**src/rtl/debug_sequencer_pkg.sv**
```systemverilog
// Shared definitions for debug_sequencer: FSM state encodings, host command bytes
// and the dump-order section codes (STEP encoding is only reachable with DEBUG_STEP_EN).
package debug_sequencer_pkg;

  typedef enum logic [3:0] {
    ST_IDLE      = 4'd0,
    ST_LOAD      = 4'd1,
    ST_RUN       = 4'd2,
    ST_STEP      = 4'd3,
    ST_DUMP_SEL  = 4'd4,
    ST_DUMP_SEND = 4'd5,
    ST_DUMP_WAIT = 4'd6
  } state_e;

  localparam logic [7:0] CMD_LOAD = 8'h64;  // 'd'
  localparam logic [7:0] CMD_RUN  = 8'h63;  // 'c'
  localparam logic [7:0] CMD_STEP = 8'h73;  // 's'

  typedef enum logic [1:0] {
    SEC_PC    = 2'd0,
    SEC_CYCLE = 2'd1,
    SEC_REG   = 2'd2,
    SEC_MEM   = 2'd3
  } section_e;

  // Maps a dump word index onto the section it belongs to.
  function automatic section_e dump_section(input int idx, input int n_regs);
    section_e sec;
    if (idx == 32'sd0) begin
      sec = SEC_PC;
    end else if (idx == 32'sd1) begin
      sec = SEC_CYCLE;
    end else if (idx < (32'sd2 + n_regs)) begin
      sec = SEC_REG;
    end else begin
      sec = SEC_MEM;
    end
    return sec;
  endfunction

endpackage

```
**src/rtl/debug_sequencer_word_serializer.sv**
```systemverilog
// word_serializer: holds one NBITS word and presents it DATA_BITS at a time,
// MSB byte first, advancing each time the transmitter acknowledges a byte.
module word_serializer #(
  parameter int NBITS     = 32,
  parameter int DATA_BITS = 8
) (
  input  logic                 i_clk,
  input  logic                 i_reset,
  input  logic                 i_load,
  input  logic [NBITS-1:0]     i_word,
  input  logic                 i_next,
  output logic [DATA_BITS-1:0] o_byte,
  output logic                 o_last
);

  localparam int BYTES = NBITS / DATA_BITS;
  localparam int BC_W  = (BYTES > 1) ? $clog2(BYTES) : 1;

  logic [NBITS-1:0] shift_r;
  logic [BC_W-1:0]  cnt_r;

  // Word capture and per-byte shift towards the MSB.
  always_ff @(posedge i_clk) begin
    if (i_reset) begin
      shift_r <= '0;
      cnt_r   <= '0;
    end else if (i_load) begin
      shift_r <= i_word;
      cnt_r   <= '0;
    end else if (i_next) begin
      shift_r <= shift_r << DATA_BITS;
      cnt_r   <= cnt_r + BC_W'(1);
    end else begin
      shift_r <= shift_r;
      cnt_r   <= cnt_r;
    end
  end

  assign o_byte = shift_r[NBITS-1 -: DATA_BITS];
  assign o_last = (cnt_r == BC_W'(BYTES - 1));

endmodule

```
**src/rtl/debug_sequencer.sv**
```systemverilog
// debug_sequencer: UART command decoder, instruction loader, run/step clock gate and
// post-run state dumper. Define DEBUG_STEP_EN to build the single-step 's' command.
module debug_sequencer
  import debug_sequencer_pkg::*;
#(
  parameter int               NBITS       = 32,
  parameter int               DATA_BITS   = 8,
  parameter int               N_REGS      = 32,
  parameter int               N_MEM       = 16,
  parameter int               INSTR_DEPTH = 256,
  parameter logic [NBITS-1:0] HALT_WORD   = {NBITS{1'b1}}
) (
  input  logic                           i_clk,
  input  logic                           i_reset,
  input  logic                           i_rx_ready,
  input  logic [DATA_BITS-1:0]           i_rx_data,
  input  logic                           i_tx_done,
  input  logic                           i_halt,
  input  logic [NBITS-1:0]               i_pc,
  input  logic [NBITS-1:0]               i_cycle_count,
  input  logic [NBITS-1:0]               i_reg_data,
  input  logic [NBITS-1:0]               i_mem_data,
  output logic [DATA_BITS-1:0]           o_tx_data,
  output logic                           o_tx_start,
  output logic                           o_run,
  output logic [$clog2(N_REGS)-1:0]      o_reg_sel,
  output logic [NBITS-1:0]               o_mem_sel,
  output logic [$clog2(INSTR_DEPTH)-1:0] o_ins_addr,
  output logic [NBITS-1:0]               o_ins_data,
  output logic                           o_ins_we,
  output logic [3:0]                     o_state
);

  localparam int BYTES       = NBITS / DATA_BITS;
  localparam int BC_W        = (BYTES > 1) ? $clog2(BYTES) : 1;
  localparam int AW          = $clog2(INSTR_DEPTH);
  localparam int REG_W       = $clog2(N_REGS);
  localparam int TOTAL_WORDS = 2 + N_REGS + N_MEM;
  localparam int IDX_W       = $clog2(TOTAL_WORDS);

  state_e               state_r;
  logic                 rx_ready_q_r;
  logic [BC_W-1:0]      byte_cnt_r;
  logic [NBITS-1:0]     load_word_r;
  logic [AW-1:0]        wr_addr_r;
  logic [AW-1:0]        ins_addr_r;
  logic [NBITS-1:0]     ins_data_r;
  logic                 ins_we_r;
  logic                 run_r;
  logic                 tx_start_r;
  logic [DATA_BITS-1:0] tx_data_r;
  logic [REG_W-1:0]     reg_sel_r;
  logic [NBITS-1:0]     mem_sel_r;
  logic [IDX_W-1:0]     dump_idx_r;
  logic                 sel_wait_r;

  logic                 rx_take_s;
  logic [NBITS-1:0]     next_word_s;
  section_e             section_s;
  logic [NBITS-1:0]     cap_word_s;
  logic [IDX_W-1:0]     reg_off_s;
  logic [IDX_W-1:0]     mem_off_s;
  logic                 tx_ack_s;
  logic                 ser_load_s;
  logic                 ser_next_s;
  logic [DATA_BITS-1:0] ser_byte_s;
  logic                 ser_last_s;

  // A held-high rx_ready level counts as a single byte.
  assign rx_take_s   = i_rx_ready & ~rx_ready_q_r;
  assign next_word_s = (load_word_r << DATA_BITS) | NBITS'(i_rx_data);
  assign section_s   = dump_section(32'(dump_idx_r), N_REGS);
  assign reg_off_s   = dump_idx_r - IDX_W'(2);
  assign mem_off_s   = dump_idx_r - IDX_W'(2 + N_REGS);
  // A done pulse that coincides with our own start pulse belongs to the previous byte.
  assign tx_ack_s    = (state_r == ST_DUMP_WAIT) & i_tx_done & ~tx_start_r;
  assign ser_load_s  = (state_r == ST_DUMP_SEL) & sel_wait_r;
  assign ser_next_s  = tx_ack_s & ~ser_last_s;

  // Selects the source of the dump word being captured this cycle.
  always_comb begin
    cap_word_s = i_pc;
    case (section_s)
      SEC_PC:    cap_word_s = i_pc;
      SEC_CYCLE: cap_word_s = i_cycle_count;
      SEC_REG:   cap_word_s = i_reg_data;
      SEC_MEM:   cap_word_s = i_mem_data;
      default:   cap_word_s = i_pc;
    endcase
  end

  word_serializer #(
    .NBITS     (NBITS),
    .DATA_BITS (DATA_BITS)
  ) u_word_serializer (
    .i_clk   (i_clk),
    .i_reset (i_reset),
    .i_load  (ser_load_s),
    .i_word  (cap_word_s),
    .i_next  (ser_next_s),
    .o_byte  (ser_byte_s),
    .o_last  (ser_last_s)
  );

  // Main sequencer FSM with all outputs registered.
  always_ff @(posedge i_clk) begin
    if (i_reset) begin
      state_r      <= ST_IDLE;
      rx_ready_q_r <= 1'b0;
      byte_cnt_r   <= '0;
      load_word_r  <= '0;
      wr_addr_r    <= '0;
      ins_addr_r   <= '0;
      ins_data_r   <= '0;
      ins_we_r     <= 1'b0;
      run_r        <= 1'b0;
      tx_start_r   <= 1'b0;
      tx_data_r    <= '0;
      reg_sel_r    <= '0;
      mem_sel_r    <= '0;
      dump_idx_r   <= '0;
      sel_wait_r   <= 1'b0;
    end else begin
      rx_ready_q_r <= i_rx_ready;
      ins_we_r     <= 1'b0;
      tx_start_r   <= 1'b0;
      case (state_r)
        ST_IDLE: begin
          run_r      <= 1'b0;
          byte_cnt_r <= '0;
          dump_idx_r <= '0;
          sel_wait_r <= 1'b0;
          if (rx_take_s) begin
            if (i_rx_data == DATA_BITS'(CMD_LOAD)) begin
              state_r   <= ST_LOAD;
              wr_addr_r <= '0;
            end else if (i_rx_data == DATA_BITS'(CMD_RUN)) begin
              state_r <= ST_RUN;
`ifdef DEBUG_STEP_EN
            end else if (i_rx_data == DATA_BITS'(CMD_STEP)) begin
              state_r <= ST_STEP;
              run_r   <= 1'b1;
`endif
            end else begin
              state_r <= ST_IDLE;
            end
          end
        end
        ST_LOAD: begin
          if (rx_take_s) begin
            load_word_r <= next_word_s;
            if (byte_cnt_r == BC_W'(BYTES - 1)) begin
              byte_cnt_r <= '0;
              ins_we_r   <= 1'b1;
              ins_addr_r <= wr_addr_r;
              ins_data_r <= next_word_s;
              wr_addr_r  <= wr_addr_r + AW'(1);
              if ((next_word_s == HALT_WORD) || (wr_addr_r == AW'(INSTR_DEPTH - 1))) begin
                state_r <= ST_IDLE;
              end
            end else begin
              byte_cnt_r <= byte_cnt_r + BC_W'(1);
            end
          end
        end
        ST_RUN: begin
          if (i_halt) begin
            run_r   <= 1'b0;
            state_r <= ST_DUMP_SEL;
          end else begin
            run_r <= 1'b1;
          end
        end
        ST_STEP: begin
          // run_r was raised on entry, so this state lasts exactly one enabled cycle.
          run_r <= 1'b0;
`ifdef DEBUG_STEP_EN
          state_r <= ST_DUMP_SEL;
`else
          state_r <= ST_IDLE;
`endif
        end
        ST_DUMP_SEL: begin
          run_r <= 1'b0;
          if (!sel_wait_r) begin
            sel_wait_r <= 1'b1;
            case (section_s)
              SEC_REG: reg_sel_r <= REG_W'(reg_off_s);
              SEC_MEM: mem_sel_r <= NBITS'(mem_off_s);
              default: begin
                reg_sel_r <= reg_sel_r;
                mem_sel_r <= mem_sel_r;
              end
            endcase
          end else begin
            sel_wait_r <= 1'b0;
            state_r    <= ST_DUMP_SEND;
          end
        end
        ST_DUMP_SEND: begin
          tx_start_r <= 1'b1;
          tx_data_r  <= ser_byte_s;
          state_r    <= ST_DUMP_WAIT;
        end
        ST_DUMP_WAIT: begin
          if (tx_ack_s) begin
            if (!ser_last_s) begin
              state_r <= ST_DUMP_SEND;
            end else if (dump_idx_r == IDX_W'(TOTAL_WORDS - 1)) begin
              state_r <= ST_IDLE;
            end else begin
              dump_idx_r <= dump_idx_r + IDX_W'(1);
              state_r    <= ST_DUMP_SEL;
            end
          end
        end
        default: begin
          run_r   <= 1'b0;
          state_r <= ST_IDLE;
        end
      endcase
    end
  end

  assign o_tx_data  = tx_data_r;
  assign o_tx_start = tx_start_r;
  assign o_run      = run_r;
  assign o_reg_sel  = reg_sel_r;
  assign o_mem_sel  = mem_sel_r;
  assign o_ins_addr = ins_addr_r;
  assign o_ins_data = ins_data_r;
  assign o_ins_we   = ins_we_r;
  assign o_state    = state_r;

endmodule

```
**config.mk**
```make
export PLATFORM = sky130hd
export DESIGN_NAME = debug_sequencer
export DESIGN_NICKNAME = d
export VERILOG_FILES = /design/src/rtl/debug_sequencer_pkg.sv /design/src/rtl/debug_sequencer_word_serializer.sv /design/src/rtl/debug_sequencer.sv
export SDC_FILE = /design/constraint.sdc
export NUM_CORES = 1
export LEC_CHECK = 0
export CORE_MARGIN = 10
export CORE_UTILIZATION = 45
export DETAILED_ROUTE_END_ITERATION = 8
export PLACE_DENSITY_LB_ADDON = 0.08
export SYNTH_ARGS = -nofsm -noshare
export SYNTH_HDL_FRONTEND = slang
export SYNTH_SLANG_ARGS = --single-unit
```
**constraint.sdc**
```tcl
create_clock -name i_clk -period 2.15 [get_ports i_clk]
set_input_delay 0.215 -clock i_clk [delete_from_list [all_inputs] [get_ports i_clk]]
set_output_delay 0.215 -clock i_clk [all_outputs]
set_load 0.02 [all_outputs]
```
# --- Word-level counts from Yosys, hierarchy flattened ---
# Cells that the tools add are included.
classes:
  n_reduce_logical: 19
  bitwise: 12
  add_sub_neg: 6
  multipliers: 0
  n_eq_ne: 26
  magnitude_cmp: 1
  div_mod_pow: 0
  shifts: 0
  mux: 36
op_table:
  columns: ["op", "n"]
  rows:
  - ["one-hot mux 32 bit (4 select lines)", 1]
  - ["2-to-1 mux 32 bit", 2]
  - ["== test 32 bit, second input constant", 1]
  - ["2-to-1 mux 8 bit", 4]
  - ["OR 32 x 8 -> 32 bit", 1]
  - ["2-to-1 mux 4 bit", 7]
  - ["one-hot mux 4 bit (6 select lines)", 1]
  - ["!= test 2 bit, second input constant", 10]
  - ["2-to-1 mux 6 bit", 3]
  - ["== test 8 x 7 -> 1 bit, second input constant", 2]
  - ["one-hot mux 8 bit (2 select lines)", 1]
  - ["== test 4 x 3 -> 1 bit, second input constant", 3]
  - ["2-to-1 mux 2 bit", 6]
  - ["one-hot mux 6 bit (2 select lines)", 1]
  - ["AND reduction 3 bit", 3]
  - ["adder 8 x 1 -> 8 bit, second input constant", 1]
  - ["== test 2 bit, second input constant", 4]
  - ["== test 8 bit, second input constant", 1]
  - ["nonzero test 2 bit", 4]
  - ["AND reduction 7 bit", 1]
  - ["adder 6 x 1 -> 6 bit, second input constant", 1]
  - ["== test 6 x 2 -> 1 bit, second input constant", 1]
  - ["== test 6 bit, second input constant", 1]
  - ["logical NOT 6 bit", 1]
  - ["21 further kinds", 39]
word_totals:
  memories: 0
  inputBits: 141
  mem_bits_ro: 0
  ff_bits: 142
  word_cells: 117
  mem_bits_rw: 0
  latch_bits: 0

# --- Logic depth before layout (Yosys ltp) ---
# Gate-level depths: netlist of the first run.
depth:
  depth_word: 7
  mapped_depth: 9

# --- Cells and area by module ---
# A second synthesis of the first run with hierarchy kept.
unflattened:
  cells_unflattened: 868
  area_unflattened_um2: 6985.4
modules_own_cells:
  columns: ["mod", "instances", "seq_area_each_um2", "cells_per_inst", "area_per_inst_um2"]
  rows:
  - ["debug_sequencer", 1, 2142.1, 710, 5411.4]
  - ["word_serializer", 1, 680.7, 158, 1574.0]

# --- Least setup slack after synthesis of the first run ---
# OpenSTA, ideal clock, no wires.
synth_timing:
  path_kind: "reg2reg"
  start: "reg dump_idx_r[1]"
  end: "reg u_word_serializer.shift_r[21]"
  path_buffers: 3
  required_time_ps: 2076
  path_slack_ps: 289
  setup_ps: 74
  arrival_ps: 1786
  path_stages_with_launch: 10
  path_cell_list: "dfxtp_1 > inv_1 > ha_1 > buf_2 > clkbuf_1 > clkbuf_1 > a21oi_1 > o2bb2ai_1 > o211ai_1 > a31oi_1"
synth_between:
  elab_chain_len: 7
  elab_cells_between_ends: 12
  classes_between: "order compare: 1; eq/ne: 4; mux: 5; reduce/logical: 2"
synth_rtl:
  columns: ["element", "line", "source"]
  rows:
  - ["from (decl)", "debug_sequencer.sv:54", "logic [IDX_W-1:0] dump_idx_r;"]
  - ["from (signal assigned)", "debug_sequencer.sv:212", "dump_idx_r <= dump_idx_r + IDX_W'(1);"]
  - ["< comparator 6 bit", "debug_sequencer_pkg.sv:33", "end else if (idx < (32'sd2 + n_regs)) begin"]
  - ["2-to-1 mux 1 bit", "debug_sequencer_pkg.sv:33", null]
  - ["2-to-1 mux 2 bit", "debug_sequencer_pkg.sv:31", "end else if (idx == 32'sd1) begin"]
  - ["2-to-1 mux 2 bit (*)", "debug_sequencer_pkg.sv:29", "if (idx == 32'sd0) begin"]
  - ["== test 2 bit, or another cell as far along", "debug_sequencer.sv:83", "case (section_s)"]
  - ["one-hot mux 32 bit (4 select lines) (*)", "debug_sequencer.sv:83", null]
  - ["2-to-1 mux 32 bit (*)", "debug_sequencer_word_serializer.sv:27", "end else if (i_load) begin"]
  - ["to (signal assigned)", "debug_sequencer_word_serializer.sv:28", "shift_r <= i_word;"]
  - ["to (signal assigned)", "debug_sequencer_word_serializer.sv:31", "shift_r <= shift_r << DATA_BITS;"]
  - ["to (signal assigned)", "debug_sequencer_word_serializer.sv:34", "shift_r <= shift_r;"]
  - ["to (decl)", "debug_sequencer_word_serializer.sv:19", "logic [NBITS-1:0] shift_r;"]
# Every way passes the cells marked *; elsewhere a longest branch is shown, timed or not.
# A chain may end at the register's enable or synchronous reset.

# --- Final worst setup path of the first run ---
layout_timing:
  start: "reg state_r[1] (netlist: o_state[1])"
  end: "out o_state[1]"
layout_rtl:
  columns: ["element", "line", "source"]
  rows:
  - ["from (decl)", "debug_sequencer.sv:41", "state_e state_r;"]
  - ["from (signal assigned)", "debug_sequencer.sv:108", "state_r <= ST_IDLE;"]
  - ["from (signal assigned)", "debug_sequencer.sv:135", "state_r <= ST_LOAD;"]
  - ["from (signal assigned)", "debug_sequencer.sv:138", "state_r <= ST_RUN;"]
  - ["to (decl)", "debug_sequencer.sv:31", "output logic [3:0] o_state"]
# No word-level cell between the ends.

==> results of run 1 <==
## cell type report
| type | instances | area share |
|---|---|---|
| clock buffer | 17 | 0.04218 |
| clock inverter | 15 | 0.01501 |
| inverter | 17 | 0.006327 |
| multi-input combinational | 653 | 0.3812 |
| sequential | 141 | 0.2799 |
| tap | 216 | 0.02680 |
| timing repair buffer | 261 | 0.2486 |
## cells in the mapped netlist, types with 20 or more instances
| cell | number | area share |
|---|---|---|
| o2bb2ai_1 | 28 | 0.034 |
| nand3_1 | 30 | 0.021 |
| a21oi_1 | 120 | 0.084 |
| a31oi_1 | 21 | 0.018 |
| o211ai_1 | 50 | 0.052 |
| dfxtp_1 | 141 | 0.39 |
| o21ai_0 | 22 | 0.015 |
| mux2i_1 | 20 | 0.028 |
| nand2_1 | 163 | 0.085 |
| clkbuf_1 | 55 | 0.029 |
| buf_4 | 29 | 0.030 |
| nor2_1 | 28 | 0.015 |
## through the flow
stage / hold WS [ns] / cells / worst slack (ns) / utilization / power [mW]
after global placement: 0.4420 / 1288 / 0.1036 / 0.6028 / 4.387
after global routing: 0.1765 / 1320 / 0.02507 / 0.6396 / 7.512
after floorplan: 0.3432 / 919 / 0.2894 / - / 3.726
final: 0.1683 / 1320 / 0.1617 / 0.6396 / 7.206
after CTS: 0.1554 / 1320 / 0.1255 / 0.6394 / 7.248
after detailed placement: 0.4458 / 1288 / 0.08101 / 0.6028 / 4.400
## logic make-up after synthesis
logic type / count (synthesis)
AO/OA/AOI/OAI: 300
AND/OR/NAND/NOR: 293
flip-flops: 141
buffers and inverters: 125
multiplexers: 22
adder cells (fa/ha/maj): 8
XOR/XNOR: 3
other: 1
## power breakdown
part / internal (mW) / total [mW] / switching [mW]
registers: 2.70 / 2.80 / 0.0970
clock network: 1.63 / 2.86 / 1.23
logic: 0.698 / 1.55 / 0.852
## registers in the layout (all words and copies together), names as in the netlist, 2 cells and up
| register | cells |
|---|---|
| byte_cnt_r | 2 |
| o_state | 3 |
| o_tx_data | 8 |
| o_ins_data | 32 |
| load_word_r | 24 |
| o_mem_sel | 6 |
| o_reg_sel | 5 |
| wr_addr_r | 8 |
| dump_idx_r | 6 |
| u_word_serializer.cnt_r | 2 |
| o_ins_addr | 8 |
| u_word_serializer.shift_r | 32 |
## per-layer routing
metal / routed length, um / vias up / global-route usage
li1: - / 3611 / -
met5: 27 / - / 0
met1: 10800 / 3371 / 0.2793
met4: 190 / 4 / 0.04805
met2: 10560 / 228 / 0.3323
met3: 1708 / 17 / 0.06150
## what timing repair did
action	in CTS	in global routing
setup buffers	0	0
endpoints found under the setup margin	0	4
endpoints found under the hold margin	0	0
gates resized for setup	0	1
## worst max path at each step
stage | from | end | slack [ns] | cells past startpoint
finish | o_state[1]$_SDFFE_PP0P_ | o_state[1] | 0.16 | 2
global route | dump_idx_r[1]$_SDFFE_PP0P_ | o_reg_sel[3]$_SDFFE_PP0P_ | 0.03 | 6
CTS | o_state[1]$_SDFFE_PP0P_ | o_state[1] | 0.13 | 2
detailed placement | i_tx_done | u_word_serializer.shift_r[18]$_SDFFE_PP0P_ | 0.08 | 5
global placement | i_tx_done | u_word_serializer.shift_r[8]$_SDFFE_PP0P_ | 0.10 | 5
floorplan | dump_idx_r[1]$_SDFFE_PP0P_ | u_word_serializer.shift_r[21]$_SDFFE_PP0P_ | 0.29 | 9
==> results.cfg, run 1 <==
[run_status]
outcome = finished, final reports clean

[sta]
finalCritPeriodShare = 0.9248
tightestPinTransition_ns = 0.6267
clock.fmax_ghz = 0.5029
rsz0062_at_grt = no
drv_slew = 0
final.setup_skew_ns = 0.01087
fin_crit_ns = 1.988
hold_viol_final = 0
setup_violations = 0
finalSetupTns_ns = 0
slew_headroom = 0.5767

[yosys]
synthArstFlopShare = 0
syn_inst = 893
synth_edf_count = 0
synth_area_um2 = 7181
synth_top_family_by_area = compound AO/OA/AOI/OAI gates
synth_xor_area_frac = 0.003659
ys_seq_area_frac = 0.3931
synth_compound_area_frac = 0.2769
synth.yosys.warnings = 0
yosys.area_share.adder = 0.01394
yosys_register_bits = 141
synth_ff_type = dfxtp_1
synthSimpleGateAreaFrac = 0.1931
synth.area.mux_share = 0.03102
avgSynthCellArea_um2 = 8.041
synthDistinctLibCells = 67

[floorplan]
fp.dieH_um = 146.3
core_area_um2 = 15770
ios = 233
start_util = 0.4553
num_rows = 46
die_x_um = 146.3
design.die.area_um2 = 21410

[placement]
placed_cell_area_um2 = 9507
gp_congestion = 0.8561
port_buffers = 205
dp_hpwl_mm = 17.46

[worst_setup_path]
crit_slowest_cell = clkdlybuf4s50_1
cp_max_fo = 10
endpoint_kind = output port
path_class = register to output port
crit_arrival_ns = 1.77
cp_data_required_time_ns = 1.93
critical_path.cell_chain = buf_4, clkdlybuf4s50_1
cpPeakStageDelay_ns = 0.64
critPathLaunchType = register
path_buf_inv = 2
rrSetupSlack_ns = 0.20
r2r_end = u_word_serializer.shift_r[8]$_SDFFE_PP0P_
critPathTopFamily = buffers and inverters
r2r_cells = 6
timing.rr.start = dump_idx_r[1]$_SDFFE_PP0P_

[routing]
via_count = 7231
ant_nets = 0
wl_mm = 23.29
initialDrtViolationCount = 485
first_pass_iters = 5
viasPerCell = 5.478
wire_per_inst_um = 17.64
drc = 0

[flow_run]
maxCapViolCount = 0

[global_routing]
grt_use_total = 0.2112
grt_max_degree = 49
grt_pass1_vias = 7088
grt_remaining_overflow = 0
grt_first_pass_wirelength_mm = 37.76
antenna_found_initial = 2

[layout]
syn2layout_area_growth_pct = 40.46
multi_input_area_um2 = 3845
drive_gt1_frac = 0.09601
mostFrequentLayoutCells = 204 x clkdlybuf4s50_1, 163 x nand2_1, 141 x dfxtp_1
regArea_um2 = 2823
antenna_cells = 0
fill_cells = 1426
final_common_cell = clkdlybuf4s50_1
stdcell_area_um2 = 10090
nets = 1240

[clocking]
cts_buffer_depth = 2
cts_hold_buffers = 0
clockRootBuffer = clkbuf_16
clock_latency_ns = 0.42
cts_tree = yes
cts_buffers = 17
h-tree-depth = 4
clock-sinks = 141
clk_pin_slew_worst_paths_ns = 0.06

[power_and_ir_drop]
leakagePower_nw = 3.364
ir_drop_mv = 0.6952
power_density_nw_per_um2 = 714.5

[min_path]
min_to = rx_ready_q_r$_SDFF_PP0_
hold_depth = 2
hold_start = i_reset
hp-class = primary input to register
Power figures use the tool's default switching activity.
==> run 2, diff against run 1 <==
--- a/config.mk
+++ b/config.mk
@@ -5,9 +5,11 @@
 export SDC_FILE = /design/constraint.sdc
 export NUM_CORES = 1
 export LEC_CHECK = 0
+export ABC_AREA = 1
 export CORE_MARGIN = 10
 export CORE_UTILIZATION = 45
 export DETAILED_ROUTE_END_ITERATION = 8
+export HOLD_SLACK_MARGIN = 0.1
 export PLACE_DENSITY_LB_ADDON = 0.08
 export SYNTH_ARGS = -nofsm -noshare
 export SYNTH_HDL_FRONTEND = slang
==> run 2 against run 1 <==
  * Cell count up 10%
  * Total power up 3.2%
  * Worst setup slack better by 0.0091 ns
  * Clock-buffer cell count unchanged
  * Via count up 0.83%
  * Utilization up 0.43 points
  * Critical path depth unchanged
  * Largest power group unchanged
  * Combinational power down 15%
==> results.cfg, run 2 <==
[run_status]
outcome = finished, final reports clean

[yosys]
ys_seq_area_frac = 0.4001
avgSynthCellArea_um2 = 6.712
synthSimpleGateAreaFrac = 0.3326
synth_xor_area_frac = 0.009933
synth_compound_area_frac = 0.1412
yosys.area_share.adder = 0.01419
synth_area_um2 = 7054
syn_inst = 1051
yosys-top-cells-count = 248 x nand2_1, 182 x nor2_1, 141 x dfxtp_1
synthArstFlopShare = 0
yosysMostFrequentCell = nand2_1
synth_ff_type = dfxtp_1
synth.area.mux_share = 0
synth.yosys.warnings = 0
yosysTopAreaCellShare = 0.4001
synthDistinctLibCells = 33
synth_area_leaders = dfxtp_1 40%, nand2_1 13%, nor2_1 9.7%
yosys_register_bits = 141
yosysTopAreaCell = dfxtp_1
synth_edf_count = 0
synth_top_family_by_area = simple AND/OR/NAND/NOR gates

[clocking]
clk_pin_slew_worst_paths_ns = 0.06
h-tree-depth = 4
cts_setup_buffers = 0
cts_tree = yes
cts_resized = 0
clockRootBuffer = clkbuf_16
cts_hold_buffers = 0
clock-sinks = 141
cts_buffer_depth = 2
cts_buffers = 17
clock_latency_ns = 0.42

[worst_setup_path]
rrSetupSlack_ns = 0.20
endpoint_kind = output port
critPathLaunchType = register
cp_max_fo = 10
crit_arrival_ns = 1.76
cp_data_required_time_ns = 1.93
path_class = register to output port

[power_and_ir_drop]
pwr-share-comb = 0.176
netSwitchingFraction = 0.2779
ir_drop_mv = 0.6388
leakagePower_nw = 3.802
pwr-share-seq = 0.387
intPower_mw = 5.372
power_density_nw_per_um2 = 757.2
pwr-share-clk = 0.437
p_sw_mw = 2.068
power.total_mw = 7.440

[routing]
wire_per_inst_um = 14.98
via_count = 7291
ant_nets = 0
initialDrtViolationCount = 494
drc = 0
first_pass_iters = 5
wl_mm = 21.84
viasPerCell = 5.001

[sta]
slew_headroom = 0.5827
setup_violations = 0
fin_ws_ns = 0.1708
rsz0062_at_grt = no
tightestPinTransition_ns = 0.6260
final.setup_skew_ns = 0.01067
hold_viol_final = 0
hold_ws_ns = 0.3669
finalSetupTns_ns = 0
clock.fmax_ghz = 0.5053
finalCritPeriodShare = 0.9206
fin_crit_ns = 1.979
drv_slew = 0

[floorplan]
ios = 233
num_rows = 45
core_area_um2 = 15260
start_util = 0.4623
fp.dieH_um = 145.2
die_x_um = 145.2
design.die.area_um2 = 21080

[layout]
final_common_cell = nand2_1
nets = 1383
fin_util = 0.6439
drive_gt1_frac = 0.06335
instances_no_fill = 1458
syn2layout_area_growth_pct = 39.27
antenna_cells = 0
fill_cells = 1439
mostFrequentLayoutCells = 248 x nand2_1, 204 x clkdlybuf4s50_1, 182 x nor2_1
stdcell_area_um2 = 9824

[global_routing]
grt_pass1_vias = 7020
grt_remaining_overflow = 0
grt_use_total = 0.2016
grt_first_pass_wirelength_mm = 35.54
grt_max_degree = 55
antenna_found_initial = 0

[placement]
port_buffers = 205
gp_congestion = 0.8278
placed_cells = 1426
dp_slack_ns = 0.1865
placed_cell_area_um2 = 9163
dp_hpwl_mm = 16.32

[flow_run]
maxCapViolCount = 0

[min_path]
hp-class = primary input to register
## run 2: worst max-delay path, cell delays in order (launching register included)
cell and delay (ns):
dfxtp_1 0.48, buf_4 0.24, clkdlybuf4s50_1 0.62
## run 2: final timing paths
check / from / endpoint / cells after the start
setup reg to reg: dump_idx_r[2]$_SDFFE_PP0P_ / u_word_serializer.shift_r[4]$_SDFFE_PP0P_ / 8
setup / recovery: o_state[2]$_SDFFE_PP0P_ / o_state[2] / 2
hold / removal: i_rx_ready / rx_ready_q_r$_SDFF_PP0_ / 3
hold reg to reg: o_tx_data[7]$_SDFFE_PP0P_ / o_tx_data[7]$_SDFFE_PP0P_ / 2
## run 2: metal layers
layer / wire (um) / up-vias / global-route usage
met1: 9590 / 3304 / 0.2453
met4: 490 / 0 / 0.07179
li1: - / 3743 / -
met3: 1195 / 45 / 0.05495
met5: 0 / - / 0
met2: 10570 / 199 / 0.3341
## run 2: cells by family after synthesis
kind of cell | after synthesis
flops | 141
other cells | 1
buf+inv | 149
xor+xnor | 8
fa+ha+maj | 8
compound gates | 192
simple gates | 552
## run 2: area by class of cell
class / count / area, um2 / share of cell area
clock buffers: 17 / 425.4 / 0.04330
clock inverters: 15 / 232.7 / 0.02369
inverters: 60 / 229.0 / 0.02331
multi-input cells: 787 / 3613 / 0.3678
flip-flops and latches: 141 / 2823 / 0.2873
well taps: 211 / 264.0 / 0.02687
repair buffers: 227 / 2237 / 0.2277
## run 2: power by group through the flow
stage	Combinational [mW]	Clock (mW)	Sequential [mW]
2_1_floorplan	0.800	0	2.92
3_3_place_gp	1.29	0	2.93
3_5_place_dp	1.31	0	2.93
4_1_cts	1.31	3.31	2.87
5_1_grt	1.48	3.42	2.89
6_report	1.31	3.25	2.88
